**config.mk**
```make
export PLATFORM = sky130hd
export DESIGN_NAME = byte_striping
export DESIGN_NICKNAME = d
export VERILOG_FILES = /design/src/rtl/byte_striping.sv
export SDC_FILE = /design/constraint.sdc
export NUM_CORES = 1
export LEC_CHECK = 0
export CAP_MARGIN = 5
export CORE_ASPECT_RATIO = 0.6
export CORE_MARGIN = 5
export CORE_UTILIZATION = 55
export DETAILED_ROUTE_END_ITERATION = 12
export PLACE_DENSITY_LB_ADDON = 0.05
export SYNTH_ARGS = -nofsm -noshare
export SYNTH_HDL_FRONTEND = slang
export SYNTH_SLANG_ARGS = --single-unit
```
**constraint.sdc**
```tcl
create_clock -name clk250k -period 2.8 [get_ports clk250k]
set_input_delay 0.84 -clock clk250k [delete_from_list [all_inputs] [get_ports clk250k]]
set_output_delay 0.84 -clock clk250k [all_outputs]
set_load 0.005 [all_outputs]
```
**src/rtl/byte_striping.sv**
```systemverilog
// Byte striper: round-robin distributes a serial byte stream onto four lanes with fill + output buffering.
// Optional feature: define BYTE_STRIPING_PARITY_EN to add the registered per-lane even-parity output Lane_par.
module byte_striping #(
    parameter logic [7:0] PAD_BYTE = 8'hF7
) (
    input  logic       clk250k,
    input  logic       reset_L,
    input  logic [7:0] in,
    input  logic       valid_in,
    output logic       ready_in,
    input  logic       flush,
    output logic [7:0] Lane_0,
    output logic [7:0] Lane_1,
    output logic [7:0] Lane_2,
    output logic [7:0] Lane_3,
    output logic       valid_out,
    input  logic       lane_ready,
`ifdef BYTE_STRIPING_PARITY_EN
    output logic [3:0] Lane_par,
`endif
    output logic [1:0] ctr_3
);

    logic [7:0] fill      [4];
    logic [7:0] lane_q    [4];
    logic [7:0] grp       [4];
    logic [7:0] load_data [4];
    logic       staging;
    logic       accept;
    logic       consume;
    logic       out_free;
    logic       grp_done;
    logic       load_staged;
    logic       load_new;
    logic       stage_new;

    assign ready_in = !staging;
    assign accept   = valid_in && ready_in;
    assign consume  = valid_out && lane_ready;
    assign out_free = !valid_out || consume;

    // A full buffer blocks input, so a new group can only complete while nothing is staged.
    assign grp_done    = !staging &&
                         ((accept && ctr_3 == 2'd3) || (flush && (accept || ctr_3 != 2'd0)));
    assign load_staged = staging && consume;
    assign load_new    = grp_done && out_free;
    assign stage_new   = grp_done && !out_free;

    // NOTE: every combinational output gets a value on every path, so no latch is inferred.
    always_comb begin
        for (int k = 0; k < 4; k++) begin
            grp[k] = PAD_BYTE;
            if (2'(k) < ctr_3)
                grp[k] = fill[k];
            else if (2'(k) == ctr_3 && accept)
                grp[k] = in;
            load_data[k] = staging ? fill[k] : grp[k];
        end
    end

`ifdef BYTE_STRIPING_PARITY_EN
    logic [3:0] par_next;

    always_comb begin
        for (int k = 0; k < 4; k++)
            par_next[k] = ^load_data[k];
    end
`endif

    // NOTE: state uses non-blocking assignments so all registers update from pre-edge values.
    always_ff @(posedge clk250k or negedge reset_L) begin
        if (!reset_L) begin
            // NOTE: the small fill buffer and lanes are reset explicitly; they are registers, not RAM.
            for (int k = 0; k < 4; k++) begin
                fill[k]   <= 8'h00;
                lane_q[k] <= 8'h00;
            end
            staging   <= 1'b0;
            valid_out <= 1'b0;
            ctr_3     <= 2'd0;
`ifdef BYTE_STRIPING_PARITY_EN
            Lane_par  <= 4'b0000;
`endif
        end else begin
            if (load_staged || load_new) begin
                for (int k = 0; k < 4; k++)
                    lane_q[k] <= load_data[k];
                valid_out <= 1'b1;
`ifdef BYTE_STRIPING_PARITY_EN
                Lane_par  <= par_next;
`endif
            end else if (consume) begin
                valid_out <= 1'b0;
            end

            if (load_staged)
                staging <= 1'b0;

            if (stage_new) begin
                for (int k = 0; k < 4; k++)
                    fill[k] <= grp[k];
                staging <= 1'b1;
            end else if (accept && !grp_done) begin
                fill[ctr_3] <= in;
            end

            if (grp_done)
                ctr_3 <= 2'd0;
            else if (accept)
                ctr_3 <= ctr_3 + 2'd1;
        end
    end

    assign Lane_0 = lane_q[0];
    assign Lane_1 = lane_q[1];
    assign Lane_2 = lane_q[2];
    assign Lane_3 = lane_q[3];

endmodule

```
## Word-level counts from Yosys, hierarchy flattened

Index checks and enable logic that the tools add are counted.

- Bits in registers: 68
- Input port bits: 13
- Logic and storage cells: 74

- $lt $le $gt $ge: 6
- Add/sub/neg operators: 1
- Bitwise gates (word level): 1
- Mux-type cells: 23
- Reductions and logical operators: 28
- Equality and inequality tests: 4

Operators with widths:

| operator | count |
|---|---|
| 2-to-1 mux 8 bit | 13 |
| 2-to-1 mux 32 bit | 2 |
| bitwise mux 32 bit | 1 |
| demux 8 bit (select 2 bit) | 1 |
| logical AND 1 bit | 14 |
| nonzero test 2 bit | 5 |
| equality test 2 bit, first input constant | 2 |
| zero test 1 bit | 4 |
| logical OR 1 bit | 4 |
| < comparator 1 x 2 -> 1 bit, first input constant | 2 |
| < comparator 2 bit, first input constant | 2 |
| 2-to-1 mux 1 bit | 4 |
| 2-to-1 mux 2 bit | 2 |
| >= comparator 3 bit, second input constant | 1 |
| < comparator 3 x 1 -> 1 bit, second input constant | 1 |
| NOT 2 -> 3 bit | 1 |
| adder 2 x 1 -> 2 bit, second input constant | 1 |
| equality test 1 x 2 -> 1 bit, first input constant | 1 |
| equality test 2 bit, second input constant | 1 |
| zero test 2 bit | 1 |

## Longest topological paths before layout

Gate-level depths: netlist of the first run.

- Word-level depth: 10
- Mapped depth: 8
- Mapped depth without buffers: 6

## Least setup slack after synthesis of the first run

No wires, ideal clock.

- Path kind: register -> register
- Start: register ctr_3[1]
- End: register lane_q, in the netlist Lane_0[3]
- Period minus slack after synthesis: 2094 ps
- Stages on the path, launching flop included: 9
- Buffers on the path: 2
- Setup slack: 706 ps
- Library setup time: 125 ps
- Arrival: 1969 ps
- Cell sequence: dfrtp_1 -> clkinv_1 -> ha_1 -> nor2b_4 -> nor2_1 -> o21a_1 -> buf_2 -> buf_6 -> mux2_2

- Cells in the longest elaborated chain, start to end: 7
- Elaborated cells between the ends (all ways): 15
- Those cells by class: 1 x order compare; 1 x eq/ne; 3 x mux; 10 x reduce/logical

Ends and longest elaborated chain:

| what | line | source |
|---|---|---|
| start, declared | 21 | `output logic [1:0] ctr_3` |
| start signal, assigned | 110 | `ctr_3 <= ctr_3 + 2'd1;` |
| nonzero test 2 bit | 44 | `((accept && ctr_3 == 2'd3) \|\| (flush && (accept \|\| ctr_3 != 2'd0)));` |
| logical OR 1 bit | 44 |  |
| logical AND 1 bit | 44 |  |
| logical OR 1 bit | 44 |  |
| logical AND 1 bit | 43 | `assign grp_done = !staging &&` |
| logical AND 1 bit | 46 | `assign load_new = grp_done && out_free;` |
| logical OR 1 bit | 85 | `if (load_staged \|\| load_new) begin` |
| end signal, assigned by index | 87 | `lane_q[k] <= load_data[k];` |
| end, declared | 25 | `logic [7:0] lane_q [4];` |

Parallel ways exist; a longest one is shown, timed or not.
A chain may end at the register's enable or synchronous reset.

## Worst setup path in the final report of the first run

- Start: register staging
- End: output port ready_in

- Cells in the longest elaborated chain, start to end: 1

Ends and longest elaborated chain:

| what | line | source |
|---|---|---|
| start, declared | 28 | `logic staging;` |
| start signal, assigned | 78 | `staging <= 1'b0;` |
| start signal, assigned | 97 | `staging <= 1'b0;` |
| start signal, assigned | 102 | `staging <= 1'b1;` |
| zero test 1 bit | 37 | `assign ready_in = !staging;` |
| end, declared | 10 | `output logic ready_in,` |

No other way between the ends.

==> results.ini, run 1 <==
[synth]
synth_cell_types=47
syn_inst=354
seq_area_frac_synth_pct=47.77
dominantRegCellSynth=dfrtp_1
avgSynthCellArea_um2=10.06
ys_seq_elements=68
synth-async-reset-ratio_pct=100.0
syn_nets=372
synth_compound_area_share_pct=20.55
synth_edf_count=0
ys_warn_count=0
synth-simple-area-share_pct=12.05
synth-xor-area-share_pct=0.2459
synth_top_family_by_area=compound AO/OA/AOI/OAI gates
synthMuxAreaShare_pct=9.659
syn-cell-area_um2=3562
synth_fa_ha_area_share_pct=1.756

[place]
gp_congestion=0.8474
dpl_cell_area_um2=4169
portBuffers=48
dp_cells=474
dp_hpwl_um=5874

[grt]
grt_max_degree=69
grt_pass1_wl_um=14590
grt_usage_pct=22.46
antenna_found_initial=0
grt_pass1_vias=2836
grt_overflow=0

[floorplan]
core_um2=6193
rows=22
die_h_um=72.34
dieArea_um2=8239
ioPinCount=49
die_w_um=113.9
initial_core_util_pct=57.52

[clocking]
post_cts_resized=0
cts_hold_buf=0
cts_buffers=9
cts_tree=built
clk_pin_slew_worst_paths_ns=0.08
clock-root-buffer=clkbuf_8
clock_path_buffers=2
h-tree-depth=3
postCtsSetupBuffers=0
clk_latency_ns=0.35
cts_sinks=68

[drt]
drt-total-wl_um=8641
vias=2923
avgViaCountPerCell=5.965
ant_nets=0
drtPass1Iterations=5
drtIter0Drc=228
wire_per_inst_um=17.63
drc=0

[power_and_ir_drop]
cellLeakagePower_nw=1.959
powerDensity_nw_per_um2=1080
ir_worst_vdd_uv=521.9

[cells_and_area]
nets=419
layout_common_cells=68 x dfrtp_1, 47 x clkdlybuf4s50_1, 34 x inv_1
area_growth_pct=22.02
n_fill_cell=500
stdcell_count=490
final_util_pct=70.18
design_area_um2=4347
layout_commonest_cell=dfrtp_1
antenna_cells=0
drive_gt1_share_pct=12.32

[sta]
hold_slack_ns=0.4888
hold_viol_final=0
fin_setup_tns_ns=0
fmax_mhz=400.8
max_slew.worst_pin.slew_ns=0.6466
slew_viol_final=0
relSlewSlack_pct=56.73
fin_crit_ns=2.495
skew_ns=0.009193
setup_viol=0
period_share_pct=89.10
rsz0062_at_grt=false

[critical_path]
cp-end-kind=primary output
critical_path_class=flip-flop to primary output
reg2reg_slack_ns=0.52
cp.required_ns=1.96
worstPathArrival_ns=1.65
cp_max_fo=14
start_kind=flip-flop

[run_status]
outcome=finished clean

[hold_path]
min_path_type=primary input to asynchronous set/reset pin

[run]
drv_cap=0

registers in the layout (all words and copies together), names as in the netlist:
register / count
Lane_0: 8
Lane_1: 8
Lane_2: 8
Lane_3: 8
ctr_3: 2
fill: 32
staging: 1
valid_out: 1
metal layers:
metal / up-vias / global-route usage, % / part of all wire [%]
met3: 14 / 7.000 / 7.8
met5: - / 0 / 0
met4: 0 / 6.719 / 1.2
met1: 1418 / 34.24 / 49
li1: 1367 / - / -
met2: 124 / 30.33 / 42
Yosys cell counts (2+ instances only):
| master | count | share of area (%) |
|---|---|---|
| buf_6 | 3 | 0.95 |
| ha_1 | 5 | 1.8 |
| o211a_1 | 6 | 1.7 |
| o22ai_1 | 15 | 2.6 |
| mux2_2 | 11 | 3.5 |
| a21oi_1 | 33 | 4.6 |
| nor3_1 | 2 | 0.28 |
| nor2_1 | 22 | 2.3 |
| and3_1 | 15 | 2.6 |
| o21ai_0 | 26 | 3.7 |
| mux2i_1 | 22 | 6.2 |
| nand3b_1 | 9 | 1.9 |
| buf_1 | 2 | 0.21 |
| nor2b_1 | 3 | 0.53 |
| nand3_1 | 4 | 0.56 |
| buf_2 | 7 | 0.98 |
| nand2_1 | 5 | 0.53 |
| a221o_1 | 7 | 2.0 |
| clkinv_1 | 2 | 0.21 |
| buf_4 | 4 | 0.84 |
| o21ai_1 | 2 | 0.28 |
| and2_1 | 2 | 0.35 |
| dfrtp_1 | 68 | 48 |
| inv_1 | 34 | 3.6 |
| o221ai_1 | 13 | 3.2 |
| nand4_1 | 2 | 0.35 |
| clkbuf_1 | 10 | 1.1 |
cell type report:
class | instances | area [um2] | share of cell area (%)
Multi-Input combinational cell | 223 | 1577 | 36.27
Inverter | 36 | 135.1 | 3.109
Timing Repair Buffer | 63 | 650.6 | 14.97
Clock inverter | 6 | 40.04 | 0.9211
Tap cell | 84 | 105.1 | 2.418
Sequential cell | 68 | 1702 | 39.15
Clock buffer | 10 | 137.6 | 3.166
kinds of logic (layout without fill, tap and decap cells):
group                    after synthesis  in the layout
AND/OR/NAND/NOR                       72             72
XOR/XNOR                               1              1
multiplexers                          33             33
adder cells (fa/ha/maj)                5              5
flip-flops                            68             68
AO/OA/AOI/OAI                        112            112
buffers and inverters                 63            115
power by group:
part	internal (W)	switching, W
combinational	0.00117	0.00103
clock	0.000341	0.000380
sequential	0.00145	0.000333
total	0.00296	0.00174
worst max-delay path, cell delays in order (launching register included):
cell and delay (ns):
dfrtp_1 0.66, inv_1 0.16, clkdlybuf4s50_1 0.49
stage by stage:
stage | setup slack, ns | total power [W]
CTS | 0.2868 | 0.004728
finish | 0.3052 | 0.004696
global placement | 0.1812 | 0.003917
global route | 0.1869 | 0.005062
floorplan | 0.7061 | 0.003046
detailed placement | 0.1478 | 0.003989
final timing paths:
kind,start,end,cells after the start
worst max-delay path,staging,ready_in,2
worst min-delay path,reset_L,Lane_0[4],2
worst max register to register,ctr_3[0],Lane_0[3],6
worst min register to register,Lane_3[7],Lane_3[7],1
max in group asynchronous,reset_L,fill[9],2
min in group clk250k,Lane_3[7],Lane_3[7],1
No activity file was read; power rests on OpenSTA's default activity.
==> run 2, diff against run 1 <==
==> constraint.sdc (replaced) <==
create_clock -name clk250k -period 2.7 [get_ports clk250k]
set_input_delay 0.81 -clock clk250k [delete_from_list [all_inputs] [get_ports clk250k]]
set_output_delay 0.81 -clock clk250k [all_outputs]
set_load 0.005 [all_outputs]
==> results.ini, run 2 (synthesized netlist as in run 1, its figures left out) <==
[drt]
drtPass1Iterations=4
drc=0
wire_per_inst_um=17.63
vias=2927
ant_nets=0
avgViaCountPerCell=5.925
drtIter0Drc=231
drt-total-wl_um=8707

[grt]
grt_overflow=0
grt_pass1_vias=2872
grt_usage_pct=22.82
grt_max_degree=52
antenna_found_initial=0
grt_pass1_wl_um=14710

[critical_path]
cp.required_ns=2.92
cp-end-kind=flip-flop
critical_path_class=primary input to flip-flop
worstPathArrival_ns=2.55
start_kind=primary input
cp_max_fo=18

[cells_and_area]
n_fill_cell=472
nets=423
layout_commonest_cell=dfrtp_1
area_growth_pct=22.97
design_area_um2=4380
largest_register_ffs=32
drive_gt1_share_pct=12.44
antenna_cells=0
layout_common_cells=68 x dfrtp_1, 47 x clkdlybuf4s50_1, 34 x inv_1
largest_register=fill

[floorplan]
core_um2=6193
die_h_um=72.34
initial_core_util_pct=57.52
rows=22
dieArea_um2=8239
die_w_um=113.9
ioPinCount=49

[power_and_ir_drop]
ir_worst_vdd_uv=763.3
cellLeakagePower_nw=1.992
powerDensity_nw_per_um2=1125

[place]
portBuffers=48
dp_hpwl_um=6123
dpl_cell_area_um2=4199
gp_congestion=0.8369

[sta]
slew_viol_final=0
fmax_mhz=428.8
hold_viol_final=0
rsz0062_at_grt=false
setup_viol=0
skew_ns=0.007290
period_share_pct=86.37
relSlewSlack_pct=54.87
fin_crit_ns=2.332
max_slew.worst_pin.slew_ns=0.6744
fin_setup_tns_ns=0

[clocking]
h-tree-depth=3
postCtsSetupBuffers=0
clock-root-buffer=clkbuf_8
cts_hold_buf=0
post_cts_resized=0
cts_buffers=9
cts_sinks=68
cts_tree=built
clk_latency_ns=0.34
clk_pin_slew_worst_paths_ns=0.07
clock_path_buffers=2

[run_status]
outcome=finished clean

[run]
drv_cap=0

[hold_path]
min_path_type=primary input to asynchronous set/reset pin

run 2: final timing paths:
path,cells past startpoint,slack (ns),start,end
worst min-delay path,1,0.45,reset_L,Lane_0[4]
worst min register to register,1,0.51,Lane_2[3],Lane_2[3]
max in group asynchronous,2,1.72,reset_L,Lane_2[3]
worst max-delay path,7,0.37,valid_in,fill[11]
worst max register to register,6,0.51,ctr_3[1],fill[27]
min in group clk250k,1,0.51,Lane_2[3],Lane_2[3]
run 2: power by group:
part	internal, W	leakage (nW)	switching [W]	total [W]
sequential	0.00150	0.764	0.000332	0.00183
clock	0.000409	0.0937	0.000353	0.000761
combinational	0.00124	1.13	0.00110	0.00233
total	0.00315	1.99	0.00178	0.00493
run 2: worst max-delay path, cell delays in order:
cell	delay [ns]
clkdlybuf4s50_1	0.46
buf_4	0.18
nor4b_4	0.27
buf_4	0.26
nand2_1	0.21
a211oi_1	0.29
a31oi_1	0.06
run 2: area by class of cell:
type	count	area (um2)	area share (%)
clock inverter	1	5.005	0.1143
inverter	36	135.1	3.085
tap	84	105.1	2.399
clock buffer	15	176.4	4.027
multi-input combinational	223	1577	35.99
timing repair buffer	67	680.7	15.54
sequential	68	1702	38.85
run 2: through the flow:
stage	std cells	total power, W	setup slack, ns	hold WS [ns]	util, %
6_report	494	0.004928	0.3680	0.4532	70.73
5_1_grt	494	0.005302	0.2292	0.4713	70.73
2_1_floorplan	354	0.003159	0.6061	0.4595	-
3_3_place_gp	478	0.004079	0.1001	0.4845	67.80
3_5_place_dp	478	0.004175	0.04468	0.4943	67.80
4_1_cts	494	0.004947	0.4036	0.4565	70.73
run 2: metal layers:
layer	up-vias	share of wire [%]	GRT usage [%]
met3	11	7.6	6.083
met4	0	1.5	8.432
met1	1423	48	33.76
li1	1376	-	-
met2	117	43	32.09
met5	-	0	0
==> run 3, diff against run 2 <==
--- a/config.mk
+++ b/config.mk
@@ -10,7 +10,9 @@
 export CORE_MARGIN = 5
 export CORE_UTILIZATION = 55
 export DETAILED_ROUTE_END_ITERATION = 12
+export GPL_TIMING_DRIVEN = 0
 export PLACE_DENSITY_LB_ADDON = 0.05
+export SKIP_CTS_REPAIR_TIMING = 1
 export SYNTH_ARGS = -nofsm -noshare
 export SYNTH_HDL_FRONTEND = slang
 export SYNTH_SLANG_ARGS = --single-unit
==> results.ini, run 3 (synthesized netlist as in run 1, its figures left out) <==
[run_status]
outcome=finished clean

[place]
post-place-ws_ns=-0.1701
portBuffers=41
dp_hpwl_um=6330
gp_congestion=0.8676
dp_cells=479

[floorplan]
core_um2=6193
rows=22
die_h_um=72.34
ioPinCount=49
dieArea_um2=8239
initial_core_util_pct=57.52
die_w_um=113.9

[clocking]
cts_buffers=9
clock-root-buffer=clkbuf_8
clk_pin_slew_worst_paths_ns=0.07
clk_latency_ns=0.34
cts_sinks=68
clock_path_buffers=2
h-tree-depth=3
cts_tree=built

[critical_path]
cp_slowest_cell=nor4b_4
reg2reg_from=ctr_3[1]
start_kind=primary input
cp.required_ns=2.91
r2r_end=Lane_0[3]
cp-end-kind=flip-flop
critical_path_class=primary input to flip-flop
max_stage_delay_ns=0.59
crit_family=buffers and inverters
cp_max_fo=10
path_cells=clkdlybuf4s50_1, nor4b_4, clkbuf_2, nand2_1, a21oi_1, o21ai_0
worstPathArrival_ns=2.74
reg2reg_slack_ns=0.20
ff2ff_path_depth=6
worst-path-buf-inv=2

[drt]
drtIter0Drc=304
wire_per_inst_um=18.51
avgViaCountPerCell=6.125
drt-total-wl_um=9162
drtPass1Iterations=5
vias=3032
ant_nets=0
drc=0

[cells_and_area]
area_growth_pct=21.29
layout_commonest_cell=dfrtp_1
seq_area_um2=1703
nets=424
layout_common_cells=67 x dfrtp_1, 40 x clkdlybuf4s50_1, 34 x inv_1
n_fill_cell=482
stdcell_count=495
largest_register=fill
largest_register_ffs=32
antenna_cells=0
drive_gt1_share_pct=12.90
multi_input_area_um2=1582

[sta]
fin_crit_ns=2.527
setup_viol=0
skew_ns=0.004315
period_share_pct=93.60
fmax_mhz=395.7
max_slew.worst_pin.slew_ns=0.8535
relSlewSlack_pct=43.10
rsz0062_at_grt=false
hold_slack_ns=0.5035
final.setup.worst_slack_ns=0.1729
slew_viol_final=0
hold_viol_final=0

[grt]
use_met3_pct=6.833
grt_max_degree=69
grt_overflow=0
grt_usage_pct=23.34
grt_use_met1_pct=35.28
grt_pass1_vias=2868
grtUsageMet2_pct=32.68
antenna_found_initial=0
grt-busiest-layer=met1
grt_pass1_wl_um=15000

[power_and_ir_drop]
cellLeakagePower_nw=1.968
powerDensity_nw_per_um2=1180
p_comb_share_pct=44.7
sw_frac_of_total_pct=36.31
ir_worst_vdd_uv=558.0
p_switching_w=0.001852
clockPowerShare_pct=19.4
power_frac_seq_pct=35.9
p_int_w=0.003248

[hold_path]
min_path_type=flip-flop to flip-flop
min_from=fill[31]
min_path_cells=1
min_to=fill[31]

[run]
drv_cap=0

-- run 3: cell count changes in the layout (fill, tap and decap cells not counted), moves of 2 or more --
| cell | previous run | this run |
|---|---|---|
| buf_12 | 5 | 0 |
| buf_6 | 0 | 3 |
| buf_1 | 0 | 2 |
| bufinv_16 | 0 | 2 |
| clkdlybuf4s50_1 | 47 | 40 |
| buf_2 | 1 | 7 |
| buf_4 | 14 | 5 |
| clkbuf_1 | 3 | 10 |
-- run 3: final cells by class --
type	instances	area share [%]
Clock inverter	4	1.622
Inverter	36	3.215
Clock buffer	12	3.823
Timing Repair Buffer	41	9.441
Buffer	27	3.446
Tap cell	84	2.433
Multi-Input combinational cell	223	36.61
Sequential cell	68	39.41
-- run 3: per-stage QoR --
step | power (W) | util, % | area [um2] | setup TNS (ns)
floorplan | 0.003159 | - | 3562 | 0
global placement | 0.004012 | 65.84 | 4078 | -103.71
detailed placement | 0.004104 | 65.80 | 4075 | -1.616
CTS | 0.005095 | 69.60 | 4310 | 0
global route | 0.005438 | 69.76 | 4320 | 0
finish | 0.005100 | 69.76 | 4320 | 0
-- run 3: power groups by stage --
stage | Sequential, W | Combinational (W) | Clock (W)
floorplan | 0.00180 | 0.00136 | 0
global placement | 0.00181 | 0.00220 | 0
detailed placement | 0.00184 | 0.00226 | 0
CTS | 0.00183 | 0.00227 | 0.000994
global route | 0.00190 | 0.00250 | 0.00104
finish | 0.00183 | 0.00228 | 0.000989
-- run 3: layer usage --
metal / wire [um] / up-vias
met4: 137 / 0
li1: - / 1389
met1: 4338 / 1482
met5: 0 / -
met2: 3869 / 140
met3: 817 / 21
-- run 3: worst max path at each step --
stage / startpoint / endpoint / cells past startpoint
6_report: flush / fill[20] / 6
3_5_place_dp: flush / fill[20] / 6
5_1_grt: flush / fill[20] / 6
2_1_floorplan: ctr_3[1] / Lane_0[3] / 8
4_1_cts: ctr_3[1] / fill[11] / 7
3_3_place_gp: reset_L / Lane_2[1] / 1
